<file path="src/rtl/mem_rd_arbiter_if.sv">
// Two-requester read bus: request/ready handshake plus one-cycle response strobe per requester.
interface mem_rd_arbiter_if #(
  parameter int DEPTH_LOG2 = 4,
  parameter int WIDTH      = 32
);
  logic                  rq0_valid;
  logic [DEPTH_LOG2-1:0] rq0_addr;
  logic                  rq0_ready;
  logic                  rsp0_valid;
  logic [WIDTH-1:0]      rsp0_data;

  logic                  rq1_valid;
  logic [DEPTH_LOG2-1:0] rq1_addr;
  logic                  rq1_ready;
  logic                  rsp1_valid;
  logic [WIDTH-1:0]      rsp1_data;

  modport master (
    output rq0_valid, rq0_addr, rq1_valid, rq1_addr,
    input  rq0_ready, rsp0_valid, rsp0_data, rq1_ready, rsp1_valid, rsp1_data
  );

  modport slave (
    input  rq0_valid, rq0_addr, rq1_valid, rq1_addr,
    output rq0_ready, rsp0_valid, rsp0_data, rq1_ready, rsp1_valid, rsp1_data
  );
endinterface

</file>
<file path="src/rtl/mem_rd_arbiter.sv">
// Clears memory after reset, then arbitrates two read requesters (round-robin on contention) onto one memory read port.
// MEM_RD_ARB_BYPASS_EN: forward same-cycle write data to a read of the same address.
module mem_rd_arbiter #(
  parameter int DEPTH_LOG2 = 4,
  parameter int WIDTH      = 32
) (
  input  logic                  clk,
  input  logic                  rst_n,
  mem_rd_arbiter_if.slave       rq,
  input  logic                  wr_en,
  input  logic [DEPTH_LOG2-1:0] wr_addr,
  input  logic [WIDTH-1:0]      wr_data,
  output logic                  init_done,
  output logic                  mem_read,
  output logic [DEPTH_LOG2-1:0] mem_read_addr,
  input  logic [WIDTH-1:0]      mem_read_data,
  output logic                  mem_write,
  output logic [DEPTH_LOG2-1:0] mem_write_addr,
  output logic [WIDTH-1:0]      mem_write_data
);

  typedef enum logic {INIT = 1'b0, RUN = 1'b1} state_e;

  state_e                state_q;
  logic [DEPTH_LOG2-1:0] cnt_q;
  logic                  ptr_q, ptr_d;
  logic                  pend_vld_q, pend_id_q;
  logic [WIDTH-1:0]      rsp0_data_q, rsp1_data_q;
  logic                  init_done_q;

  logic                  run, gnt0, gnt1, rsp0_vld, rsp1_vld;
  logic [DEPTH_LOG2-1:0] gnt_addr;
  logic [WIDTH-1:0]      rd_dat;

  // Asserting rst_n gates everything at once so an in-flight read never strobes out.
  assign run      = (state_q == RUN) && rst_n;
  assign gnt0     = run && rq.rq0_valid && (!rq.rq1_valid || !ptr_q);
  assign gnt1     = run && rq.rq1_valid && (!rq.rq0_valid || ptr_q);
  assign gnt_addr = gnt1 ? rq.rq1_addr : rq.rq0_addr;
  assign ptr_d    = ((gnt0 || gnt1) && rq.rq0_valid && rq.rq1_valid) ? !ptr_q : ptr_q;

  assign rq.rq0_ready  = gnt0;
  assign rq.rq1_ready  = gnt1;
  assign mem_read      = gnt0 || gnt1;
  assign mem_read_addr = gnt_addr;

  assign mem_write      = (state_q == INIT) || (run && wr_en);
  assign mem_write_addr = (state_q == INIT) ? cnt_q : wr_addr;
  assign mem_write_data = (state_q == INIT) ? '0 : wr_data;

`ifdef MEM_RD_ARB_BYPASS_EN
  logic             byp_q;
  logic [WIDTH-1:0] byp_dat_q;

  always_ff @(posedge clk) begin
    if (!rst_n) begin
      byp_q     <= 1'b0;
      byp_dat_q <= '0;
    end else begin
      byp_q     <= wr_en && (wr_addr == gnt_addr);
      byp_dat_q <= wr_data;
    end
  end

  assign rd_dat = byp_q ? byp_dat_q : mem_read_data;
`else
  assign rd_dat = mem_read_data;
`endif

  assign rsp0_vld      = rst_n && pend_vld_q && !pend_id_q;
  assign rsp1_vld      = rst_n && pend_vld_q && pend_id_q;
  assign rq.rsp0_valid = rsp0_vld;
  assign rq.rsp1_valid = rsp1_vld;
  assign rq.rsp0_data  = rsp0_vld ? rd_dat : rsp0_data_q;
  assign rq.rsp1_data  = rsp1_vld ? rd_dat : rsp1_data_q;
  assign init_done     = init_done_q;

  always_ff @(posedge clk) begin
    if (!rst_n) begin
      state_q     <= INIT;
      cnt_q       <= '0;
      ptr_q       <= 1'b0;
      pend_vld_q  <= 1'b0;
      pend_id_q   <= 1'b0;
      rsp0_data_q <= '0;
      rsp1_data_q <= '0;
      init_done_q <= 1'b0;
    end else begin
      if (state_q == INIT) begin
        cnt_q <= cnt_q + 1'b1;
        if (cnt_q == '1) begin
          state_q     <= RUN;
          init_done_q <= 1'b1;
        end
      end
      ptr_q      <= ptr_d;
      pend_vld_q <= gnt0 || gnt1;
      pend_id_q  <= gnt1;
      if (rsp0_vld) rsp0_data_q <= rd_dat;
      if (rsp1_vld) rsp1_data_q <= rd_dat;
    end
  end

endmodule

</file>
<file path="src/flat_wrapper.sv">
// flat-port wrapper written by rule: the top's interface ports become plain ports
module mem_rd_arbiter_flat 
#(
  parameter int DEPTH_LOG2 = 4,
  parameter int WIDTH      = 32
)
  (clk, rst_n, wr_en, wr_addr, wr_data, init_done, mem_read, mem_read_addr, mem_read_data, mem_write, mem_write_addr, mem_write_data, rq_rq0_valid, rq_rq0_addr, rq_rq1_valid, rq_rq1_addr, rq_rq0_ready, rq_rsp0_valid, rq_rsp0_data, rq_rq1_ready, rq_rsp1_valid, rq_rsp1_data);
  mem_rd_arbiter_if #(.DEPTH_LOG2(DEPTH_LOG2), .WIDTH(WIDTH)) rq_i ();
  input  logic clk;
  input  logic rst_n;
  input  logic wr_en;
  input  logic [DEPTH_LOG2-1:0] wr_addr;
  input  logic [WIDTH-1:0] wr_data;
  output logic init_done;
  output logic mem_read;
  output logic [DEPTH_LOG2-1:0] mem_read_addr;
  input  logic [WIDTH-1:0] mem_read_data;
  output logic mem_write;
  output logic [DEPTH_LOG2-1:0] mem_write_addr;
  output logic [WIDTH-1:0] mem_write_data;
  input wire logic [$bits(rq_i.rq0_valid)-1:0] rq_rq0_valid;
  input wire logic [$bits(rq_i.rq0_addr)-1:0] rq_rq0_addr;
  input wire logic [$bits(rq_i.rq1_valid)-1:0] rq_rq1_valid;
  input wire logic [$bits(rq_i.rq1_addr)-1:0] rq_rq1_addr;
  output wire logic [$bits(rq_i.rq0_ready)-1:0] rq_rq0_ready;
  output wire logic [$bits(rq_i.rsp0_valid)-1:0] rq_rsp0_valid;
  output wire logic [$bits(rq_i.rsp0_data)-1:0] rq_rsp0_data;
  output wire logic [$bits(rq_i.rq1_ready)-1:0] rq_rq1_ready;
  output wire logic [$bits(rq_i.rsp1_valid)-1:0] rq_rsp1_valid;
  output wire logic [$bits(rq_i.rsp1_data)-1:0] rq_rsp1_data;
  assign rq_i.rq0_valid = rq_rq0_valid;
  assign rq_i.rq0_addr = rq_rq0_addr;
  assign rq_i.rq1_valid = rq_rq1_valid;
  assign rq_i.rq1_addr = rq_rq1_addr;
  assign rq_rq0_ready = rq_i.rq0_ready;
  assign rq_rsp0_valid = rq_i.rsp0_valid;
  assign rq_rsp0_data = rq_i.rsp0_data;
  assign rq_rq1_ready = rq_i.rq1_ready;
  assign rq_rsp1_valid = rq_i.rsp1_valid;
  assign rq_rsp1_data = rq_i.rsp1_data;
  mem_rd_arbiter #(.DEPTH_LOG2(DEPTH_LOG2), .WIDTH(WIDTH)) u_core (.clk(clk), .rst_n(rst_n), .rq(rq_i), .wr_en(wr_en), .wr_addr(wr_addr), .wr_data(wr_data), .init_done(init_done), .mem_read(mem_read), .mem_read_addr(mem_read_addr), .mem_read_data(mem_read_data), .mem_write(mem_write), .mem_write_addr(mem_write_addr), .mem_write_data(mem_write_data));
endmodule
</file>
<file path="config.mk">
export PLATFORM = sky130hd
export DESIGN_NAME = mem_rd_arbiter_flat
export DESIGN_NICKNAME = d
export VERILOG_FILES = /design/src/rtl/mem_rd_arbiter_if.sv /design/src/rtl/mem_rd_arbiter.sv /design/src/flat_wrapper.sv
export SDC_FILE = /design/constraint.sdc
export NUM_CORES = 1
export LEC_CHECK = 0
export ABC_AREA = 1
export CAP_MARGIN = 15
export CORE_ASPECT_RATIO = 1.1
export CORE_MARGIN = 2
export CORE_UTILIZATION = 42
export DETAILED_ROUTE_END_ITERATION = 8
export PLACE_DENSITY = 0.82
export SLEW_MARGIN = 30
export SYNTH_ARGS = -nofsm -noshare
export SYNTH_HDL_FRONTEND = slang
export SYNTH_SLANG_ARGS = --single-unit
</file>
<file path="constraint.sdc">
create_clock -name clk -period 1.8 [get_ports clk]
set_clock_uncertainty 0.2 [all_clocks]
set_input_delay 0.36 -clock clk [delete_from_list [all_inputs] [get_ports clk]]
set_output_delay 0.36 -clock clk [all_outputs]
set_load 0.01 [all_outputs]
</file>
==> flow_metrics.tcl, run 1 <==
set metrics [dict create \
    ys_types 21 \
    synthXorXnorAreaFrac 0 \
    error "[ERROR GRT-0232] Routing congestion too high. Check the congestion heatmap in the GUI." \
    ios 192 \
    yosysWarnings 0 \
    cts_buffers 9 \
    synth_top_area_frac 0.361 \
    grt.total_usage 0.837 \
    synthMuxAreaShare 0 \
    synth_simple_gate_area_frac 0.304 \
    die_y_um 107 \
    synth_area_leaders "dfxtp_1, inv_1, nand2_1, o21ai_2, nand2_2" \
    avgSynthCellArea_sq_um 6.51 \
    gr-total-overflow 339 \
    synth_fa_ha_area_frac 0.00310 \
    syn-cell-area_sq_mm 0.00404 \
    worst-ep-kind "top-level output" \
    cts.hold.buffers_added 0 \
    synth_seq_cells 73 \
    synth-edff-count 0 \
    clockRootBuffer "clkbuf_8" \
    synth_top_area_cell "dfxtp_1" \
    grt_max_degree 36 \
    status "did not finish" \
    start_util 0.432 \
    routabilityCongestion 0.891 \
    worst_endpoint "rq_rsp0_data[1]" \
    synth_compound_area_frac 0.0860 \
    yosys_most_used_dff "dfxtp_1" \
    htreeDepth 3 \
    syn_nets 703 \
    syn_inst 621 \
    lastStage "5_1_grt" \
    synth_top_family_by_area "simple AND/OR/NAND/NOR gates" \
    seq_area_frac_synth 0.361 \
    hpwl_mm 9.33 \
    max-clock-path-buffers 2 \
    async_flop_share 0 \
    cts_sinks 73 \
    row_count 37 \
    port_buffers 191 \
    die_w_um 97.5 \
]
==> Yosys cell counts (2+ instances only) <==
| library cell | n |
|---|---|
| buf_6 | 15 |
| o21ai_2 | 32 |
| buf_2 | 9 |
| nand2_2 | 38 |
| inv_1 | 199 |
| nor2_1 | 48 |
| o21ai_0 | 8 |
| nand2_1 | 148 |
| inv_2 | 5 |
| dfxtp_1 | 73 |
| nand3_1 | 6 |
| nor2_2 | 27 |
| a21oi_1 | 4 |
| nor2_4 | 2 |
==> layer usage <==
| metal | global-route usage | GRT overflow |
|---|---|---|
| met5 | 0.0359 | 0 |
| met3 | 0.580 | 1 |
| met2 | 1.09 | 239 |
| met1 | 0.787 | 0 |
| met4 | 0.994 | 99 |
==> repair_timing <==
action                     in CTS
setup endpoints to repair     111
resized for setup             628
pin swaps                      47
buffers inserted              142
cloned                          7
==> metrics by stage <==
stage | setup TNS (ns) | std cells | area [sq um] | utilization | setup slack (ns)
2_1_floorplan | 0 | 621 | 4040 | - | 0.249
3_3_place_gp | -82.54 | 988 | 6620 | 0.708 | -0.881
3_5_place_dp | -85.17 | 988 | 6620 | 0.708 | -0.922
4_1_cts | -32.08 | 1153 | 8280 | 0.885 | -0.441
==> kinds of logic after synthesis <==
kind of cell | after synthesis
compound gates | 45
fa+ha+maj | 1
buf+inv | 230
flops | 73
simple gates | 272
==> inputs of run 2 (changes only) <==
Settings changed: CORE_ASPECT_RATIO 1.1 to default, CORE_UTILIZATION 42 to 40, PLACE_DENSITY 0.82 to default, PLACE_DENSITY_LB_ADDON from default to 0.15.
==> flow_metrics.tcl, run 2 <==
set metrics [dict create \
    status "finished with violations" \
    violations "setup timing" \
    crit_family "buffers and inverters" \
    final_common_cell "inv_1" \
    yosys_most_used_dff "dfxtp_1" \
    grt_max_degree 35 \
    syn_inst 621 \
    cts_sinks 73 \
    post-route-min-period_ns 2.14 \
    clockRootBuffer "clkbuf_8" \
    cap_violations 0 \
    async_flop_share 0 \
    core-area_sq_mm 0.00977 \
    worst_slack_ns -0.336 \
    grt_pass1_vias 4596 \
    htreeDepth 3 \
    synth_top_area_frac 0.361 \
    relSlewSlack 0.869 \
    start_kind "flip-flop" \
    avgSynthCellArea_sq_um 6.51 \
    hpwl_mm 8.14 \
    final_hold_viol_count 0 \
    drc 0 \
    p_per_area_mw_per_mm2 396 \
    drive_above_1_share 0.539 \
    wire_per_inst_um 13.1 \
    hold_class "flip-flop to flip-flop" \
    synth_area_leaders "dfxtp_1, inv_1, nand2_1, o21ai_2, nand2_2" \
    top_regs "u_core.rsp0_data_q (32), u_core.rsp1_data_q (32), u_core.cnt_q (4)" \
    dp.cells 1001 \
    ys_types 21 \
    ios 192 \
    worstMarginPinSlew_ns 0.196 \
    drtIter0Drc 137 \
    layout_common_cells "inv_1, buf_6, buf_4, clkdlybuf4s50_1" \
    cts_buffers 9 \
    crit_path_max_incr_delay_ns 0.36 \
    clkLatencyLatePin_ns 0.34 \
    fp.dieArea_sq_mm 0.0109 \
    max-clock-path-buffers 2 \
    leakage_nw 4.61 \
    ys_top_cells_by_count "inv_1, nand2_1, dfxtp_1, nor2_1, nand2_2" \
    vias 4674 \
    n_antenna_cell 0 \
    required_ns 1.24 \
    end_kind "primary output" \
    crit_path_cell_trace "buf_6 -> nor2_4 -> buf_12 -> buf_16 -> buf_6 -> nand2_2 -> nand2_2 -> inv_2 -> buf_6" \
    grt_setup_unrepaired "true" \
    fin_util 0.818 \
    nets 1019 \
    tns_ns -18.93 \
    port_buffers 191 \
    syn-cell-area_sq_mm 0.00404 \
    ant_nets 0 \
    max_freq_ghz 0.468 \
    synth-edff-count 0 \
    synth_most_common_cell "inv_1" \
    seq_area_frac_synth 0.361 \
    row_count 36 \
    die_w_um 105 \
    cp.buffers_inverters 6 \
    path_clk_slew_ns 0.07 \
    antenna_found_initial 0 \
    drt_pass1_iterations 4 \
    crit_type "flip-flop to primary output" \
    cp_slowest_cell "dfxtp_4" \
    die_y_um 105 \
    setup_viol 98 \
    tritoncts "built" \
    area_growth_pct 97.8 \
    post_drt_via_cell_ratio 4.36 \
    path_max_fanout 6 \
    holdPathStages 2 \
    arrival_ns 1.58 \
    r2r_cells 10 \
    worst_r2r_endpoint "u_core.rsp0_data_q[24]" \
    gr-total-overflow 0 \
    start_util 0.414 \
    report.final.slew_viol_count 0 \
    syn_nets 703 \
    reg2reg_from "u_core.pend_id_q" \
    wirelength_mm 14.0 \
    reg2reg_slack_ns 0.16 \
    ir_drop_v 0.000271 \
    grt_pass1_wl_mm 20.5 \
    synth_top_area_cell "dfxtp_1" \
    path_common_cell "buf_6" \
    stdcell_count 1072 \
    grt.total_usage 0.229 \
    synth_seq_cells 73 \
    post-place-ws_ns -0.882 \
    yosysWarnings 0 \
    routabilityCongestion 0.791 \
    finalCritPeriodShare 1.19 \
    hold_end "u_core.init_done" \
    hp-start "u_core.init_done" \
]
run 2: power by group:
part           total (W)  internal (W)  switching (W)
combinational   0.000363      0.000200       0.000162
sequential       0.00162       0.00162     0.00000390
clock            0.00118      0.000620       0.000562
total            0.00316       0.00244       0.000729
run 2: worst max-delay path by stage:
stage | cells after the start | endpoint | start | slack, ns
after global routing | 9 | rq_rsp0_data[28] | u_core.pend_id_q | -0.39
final | 9 | rq_rsp0_data[24] | u_core.pend_id_q | -0.34
after detailed placement | 7 | rq_rq1_ready | rst_n | -0.88
after CTS | 6 | rq_rsp1_data[12] | u_core.pend_vld_q | -0.40
after global placement | 7 | rq_rq1_ready | rst_n | -0.85
after floorplan | 6 | rq_rsp0_data[22] | u_core.pend_vld_q | 0.25
run 2: timing repair:
| item | in CTS | in global routing |
|---|---|---|
| hold buffers | 0 | 0 |
| resized for setup | 531 | 240 |
| setup endpoints to repair | 111 | 90 |
| gates cloned | 8 | 3 |
| pin swaps | 15 | 24 |
| buffers inserted | 31 | 25 |
run 2: logic make-up after synthesis:
family	synth area share
AOI/OAI and AO/OA	0.0860
adders and majority gates	0.00309
buffers and inverters	0.245
DFF	0.361
and+or+nand+nor	0.304
run 2: routing by layer:
| metal | wire (um) | track usage |
|---|---|---|
| met1 | 5070 | 0.242 |
| met2 | 7850 | 0.445 |
| met3 | 779 | 0.0568 |
| met4 | 300 | 0.0618 |
| met5 | 0 | 0 |
run 2: area by class of cell:
class                           instances  area (sq um)
Timing Repair Buffer                  331          3170
Multi-Input combinational cell        318          2250
Fill cell                             658          1780
Sequential cell                        73          1470
Inverter                              204           766
Tap cell                              133           166
Clock buffer                           12           135
Clock inverter                          1          30.0
run 2: worst register-to-register path, stage by stage, from the launching register on:
cell,delay (ns)
dfxtp_4,0.36
buf_6,0.11
nor2_4,0.14
buf_12,0.15
buf_16,0.13
buf_6,0.10
nand2_2,0.04
nand2_2,0.07
buf_4,0.11
buf_4,0.09
nor2_1,0.03
run 2: through the flow:
| step | cell area (sq um) | hold slack [ns] | total power (W) |
|---|---|---|---|
| floorplan | 4040 | 0.267 | 0.00174 |
| global placement | 6630 | 0.259 | 0.00199 |
| detailed placement | 6630 | 0.271 | 0.00199 |
| CTS | 7240 | 0.262 | 0.00317 |
| global route | 8000 | 0.295 | 0.00328 |
| finish | 8000 | 0.283 | 0.00316 |
No activity file was read; power rests on OpenSTA's default activity.
==> inputs of run 3 (changes only) <==
Settings changed: ABC_AREA 1 to default, CORE_UTILIZATION 40 to 39, RECOVER_POWER from default to 25.
==> flow_metrics.tcl, run 3 <==
set metrics [dict create \
    status "finished with violations" \
    violations "setup timing" \
    grt_pass1_wl_mm 15.7 \
    die_w_um 97.3 \
    n_antenna_cell 0 \
    grt_max_degree 73 \
    worstMarginPinSlew_ns 0.552 \
    finalPower_w 0.00337 \
    ir_drop_v 0.000386 \
    fp.dieArea_sq_mm 0.00947 \
    ios 192 \
    grt.total_usage 0.205 \
    port_buffers 191 \
    start_util 0.395 \
    clkLatencyLatePin_ns 0.32 \
    yosysWarnings 0 \
    htreeDepth 3 \
    wire_per_inst_um 15.2 \
    cts_buffers 9 \
    worst_slack_ns -0.350 \
    syn_inst 293 \
    post-place-ws_ns -0.801 \
    final_common_cell "buf_6" \
    tritoncts "built" \
    start_kind "flip-flop" \
    async_flop_share 0 \
    path_clk_slew_ns 0.07 \
    max-clock-path-buffers 2 \
    row_count 34 \
    seq_area_frac_synth 0.431 \
    cts.hold.buffers_added 0 \
    clockRootBuffer "clkbuf_8" \
    path_max_fanout 8 \
    synth_most_common_cell "and2_1" \
    drive_above_1_share 0.551 \
    grt_setup_unrepaired "true" \
    hpwl_mm 6.30 \
    path_common_cell "buf_12" \
    internal_power_w 0.00268 \
    ant_nets 0 \
    post-route-min-period_ns 2.15 \
    yosys_most_used_dff "dfxtp_1" \
    final_hold_viol_count 0 \
    p_sw_w 0.000692 \
    post_drt_via_cell_ratio 4.63 \
    avgSynthCellArea_sq_um 11.6 \
    leakage_nw 3.17 \
    synth_area_leaders "dfxtp_1, and2_1, mux2_4, mux2_2, buf_6" \
    seq_power_share 0.482 \
    finalCritPeriodShare 1.19 \
    hold_class "primary input to flip-flop" \
    report.final.slew_viol_count 0 \
    required_ns 1.24 \
    crit_type "flip-flop to primary output" \
    top_regs "u_core.rsp0_data_q (32), u_core.rsp1_data_q (32), u_core.cnt_q (4)" \
    crit_path_max_incr_delay_ns 0.34 \
    tns_ns -22.97 \
    end_kind "primary output" \
    arrival_ns 1.59 \
    routabilityCongestion 0.760 \
    fin_util 0.760 \
    synth_top_area_cell "dfxtp_1" \
    gr-total-overflow 0 \
    wirelength_mm 9.84 \
    power.share.combinational 0.087 \
    antenna_found_initial 0 \
    cp_slowest_cell "dfxtp_2" \
    ys_top_cells_by_count "and2_1, dfxtp_1, mux2_4, mux2_2, clkbuf_1" \
    ys_types 26 \
    fill_cells 598 \
    layout_common_cells "buf_6, clkdlybuf4s50_1, and2_1, dfxtp_1, mux2_4" \
    p_per_area_mw_per_mm2 516 \
    synth_top_area_frac 0.431 \
    holdWs_ns 0.197 \
    core-area_sq_mm 0.00859 \
    nets 616 \
    area_growth_pct 92.5 \
    synth_seq_cells 73 \
    relSlewSlack 0.632 \
    p_clk_frac 0.432 \
    cap_violations 0 \
    drtIter0Drc 64 \
    vias 2994 \
    max_freq_ghz 0.465 \
    grt_pass1_vias 3171 \
    crit_path_cell_trace "nand3b_4 -> buf_12 -> buf_12 -> mux2_4 -> buf_6" \
    drc 0 \
    die_y_um 97.3 \
    cts_sinks 73 \
    setup_viol 101 \
    synth-edff-count 0 \
    drt_pass1_iterations 4 \
    syn_nets 375 \
    p_sw_frac 0.205 \
    syn-cell-area_sq_mm 0.00339 \
]
[run 3: final cells by class]
type	instances	area, sq um	share of cell area
timing repair buffer	250	2740	0.419
multi-input combinational	197	1950	0.298
sequential	73	1470	0.225
clock buffer	12	155	0.0237
tap	108	135	0.0207
clock inverter	4	75.1	0.0115
inverter	3	13.8	0.00211
[run 3: metrics by stage]
step                std cells  cell area (sq um)
floorplan                 293               3400
global placement          590               5500
detailed placement        590               5500
CTS                       642               6330
global route              647               6540
finish                    647               6540
[run 3: power groups by stage]
stage	Sequential, W	Combinational [W]	Clock, W
final	0.00162	0.000293	0.00145
after CTS	0.00162	0.000277	0.00150
after global placement	0.00166	0.000267	0
after detailed placement	0.00166	0.000272	0
after global routing	0.00162	0.000313	0.00159
after floorplan	0.00166	0.0000518	0
[run 3: per-layer routing]
metal / GRT usage / up-vias / wire length [um]
li1: - / 1447 / -
met1: 0.233 / 1411 / 3800
met2: 0.363 / 124 / 5160
met3: 0.0655 / 12 / 742
met4: 0.0662 / 0 / 146
met5: 0 / - / 0
[run 3: kinds of logic (layout without fill, tap and decap cells)]
logic type	after synthesis	in the layout	share of synthesized area
AO/OA/AOI/OAI	6	6	0.0140
AND/OR/NAND/NOR	113	113	0.215
flip-flops	73	73	0.431
buffers and inverters	23	269	0.0402
adder cells (fa/ha/maj)	1	1	0.00369
multiplexers	73	73	0.286
XOR/XNOR	4	4	0.0103
[run 3: worst max-delay path: cells and delay by family, from the launching register on]
kind          cells  cell delay (ns)
mux               1             0.31
buf+inv           3             0.42
flops             1             0.34
simple gates      1             0.20
[run 3: worst paths after layout]
check             slack, ns                     end             start  depth (start not counted)
setup / recovery      -0.35        rq_rsp0_data[11]  u_core.pend_id_q                          5
hold / removal         0.20        u_core.pend_id_q             rst_n                          3
setup reg to reg          0  u_core.rsp0_data_q[11]  u_core.pend_id_q                          7
hold reg to reg        0.30        u_core.init_done  u_core.init_done                          1
[run 3: timing repair]
item	in CTS	in global routing
buffers inserted	31	13
gates cloned	5	0
resized for setup	597	59
endpoints found under the setup margin	110	112
pin swaps	4	2
==> inputs of run 4 (changes only) <==
==> constraint.sdc (replaced) <==
create_clock -name clk -period 1.8 [get_ports clk]
set_clock_uncertainty 0.2 [all_clocks]
set_input_delay 0.27 -clock clk [delete_from_list [all_inputs] [get_ports clk]]
set_output_delay 0.27 -clock clk [all_outputs]
set_load 0.01 [all_outputs]
==> flow_metrics.tcl, run 4 (same netlist as run 3, synthesis figures left out) <==
set metrics [dict create \
    status "finished with violations" \
    violations "setup timing" \
    start_kind "flip-flop" \
    design_area_sq_mm 0.00637 \
    drive_above_1_share 0.526 \
    tritoncts "built" \
    grt_max_degree 43 \
    routabilityCongestion 0.708 \
    path_common_cell "buf_12" \
    cp.buffers_inverters 3 \
    worstMarginPinSlew_ns 0.255 \
    worst_slack_ns -0.250 \
    drtIter0Drc 45 \
    report.final.slew_viol_count 0 \
    multi_input_area_sq_mm 0.00193 \
    start_util 0.395 \
    nets 610 \
    placed_area_sq_mm 0.00547 \
    grt_setup_unrepaired "true" \
    fp.dieArea_sq_mm 0.00947 \
    n_antenna_cell 0 \
    setup_viol 82 \
    antenna_found_initial 0 \
    finalPower_w 0.00342 \
    r2r_cells 6 \
    required_ns 1.33 \
    row_count 34 \
    cts.hold.buffers_added 0 \
    max-clock-path-buffers 2 \
    stdcell_count 640 \
    crit_path_max_incr_delay_ns 0.37 \
    cp_slowest_cell "dfxtp_4" \
    arrival_ns 1.58 \
    cap_violations 0 \
    cts_buffers 9 \
    dp.cells 586 \
    crit_path_cell_trace "nand3_4 -> buf_12 -> buf_12 -> mux2_4 -> buf_6" \
    grt.total_usage 0.190 \
    tns_ns -13.87 \
    end_kind "primary output" \
    htreeDepth 3 \
    gr-total-overflow 0 \
    p_per_area_mw_per_mm2 537 \
    finalCritPeriodShare 1.14 \
    grt_pass1_vias 2999 \
    wirelength_mm 9.98 \
    die_w_um 97.3 \
    crit_family "buffers and inverters" \
    vias 2935 \
    final_hold_viol_count 0 \
    holdPathStages 5 \
    relSlewSlack 0.830 \
    port_buffers 191 \
    cp.depth 5 \
    seq_area_sq_mm 0.00147 \
    cts_sinks 73 \
    layout_common_cells "buf_6, clkdlybuf4s50_1, and2_1, dfxtp_1, mux2_4" \
    die_y_um 97.3 \
    top_regs "u_core.rsp0_data_q (32), u_core.rsp1_data_q (32), u_core.cnt_q (4)" \
    final_common_cell "buf_6" \
    crit_type "flip-flop to primary output" \
    core-area_sq_mm 0.00859 \
    post_drt_via_cell_ratio 4.59 \
    ant_nets 0 \
    area_growth_pct 87.7 \
    ios 192 \
    drt_pass1_iterations 4 \
    leakage_nw 3.09 \
    hpwl_mm 6.35 \
    clockRootBuffer "clkbuf_8" \
    max_freq_ghz 0.488 \
    hold_class "primary input to flip-flop" \
    path_max_fanout 8 \
    ir_drop_v 0.000390 \
    holdWs_ns 0.277 \
    path_clk_slew_ns 0.07 \
    grt_pass1_wl_mm 14.6 \
    post-route-min-period_ns 2.05 \
    drc 0 \
    clkLatencyLatePin_ns 0.33 \
    fill_cells 582 \
    wire_per_inst_um 15.6 \
]
run 4: cell types whose count changed in the layout (fill, tap and decap cells not counted), sizes merged:
| cell | previous run | this run |
|---|---|---|
| buf | 169 | 153 |
| bufinv | 2 | 3 |
| clkbuf | 13 | 20 |
| clkdlybuf4s15 | 0 | 1 |
| clkdlybuf4s50 | 77 | 78 |
| dlymetal6s2s | 1 | 0 |
run 4: report_power, final:
group          internal (W)  switching, W
registers           0.00162    0.00000830
clock network      0.000914      0.000592
logic              0.000201     0.0000868
run 4: layout make-up:
cell class	instances	area share
repair buffers	244	0.406
flip-flops and latches	73	0.231
clock buffers	10	0.0200
multi-input cells	197	0.303
well taps	108	0.0212
inverters	3	0.00177
clock inverters	5	0.0165
run 4: what timing repair did:
item / CTS / global route
setup buffers: 23 / 20
resized for setup: 509 / 105
pin swaps: 1 / 0
cloned: 4 / 2
endpoints found under the setup margin: 110 / 104
run 4: stage by stage:
stage | utilization | setup WS (ns)
global route | 0.741 | -0.309
finish | 0.741 | -0.250
floorplan | - | 0.159
CTS | 0.701 | -0.311
global placement | 0.636 | -0.639
detailed placement | 0.636 | -0.663
run 4: worst min-delay path: stages:
cell,delay (ns)
buf_2,0.17
nand3_4,0.11
buf_4,0.10
buf_4,0.08
a21oi_1,0.03
run 4: worst paths after layout:
kind	startpoint	end	slack (ns)
setup / recovery	u_core.pend_vld_q	rq_rsp1_data[5]	-0.25
hold reg to reg	u_core.ptr_q	u_core.pend_id_q	0.34
setup reg to reg	u_core.pend_vld_q	u_core.rsp1_data_q[10]	0.10
hold / removal	rst_n	u_core.pend_id_q	0.28
run 4: routing by layer:
metal,track usage,vias to the layer above,routed length [um]
met3,0.0626,7,794
met5,0,-,0
li1,-,1432,-
met4,0.0491,0,102
met1,0.225,1374,4070
met2,0.332,122,5000
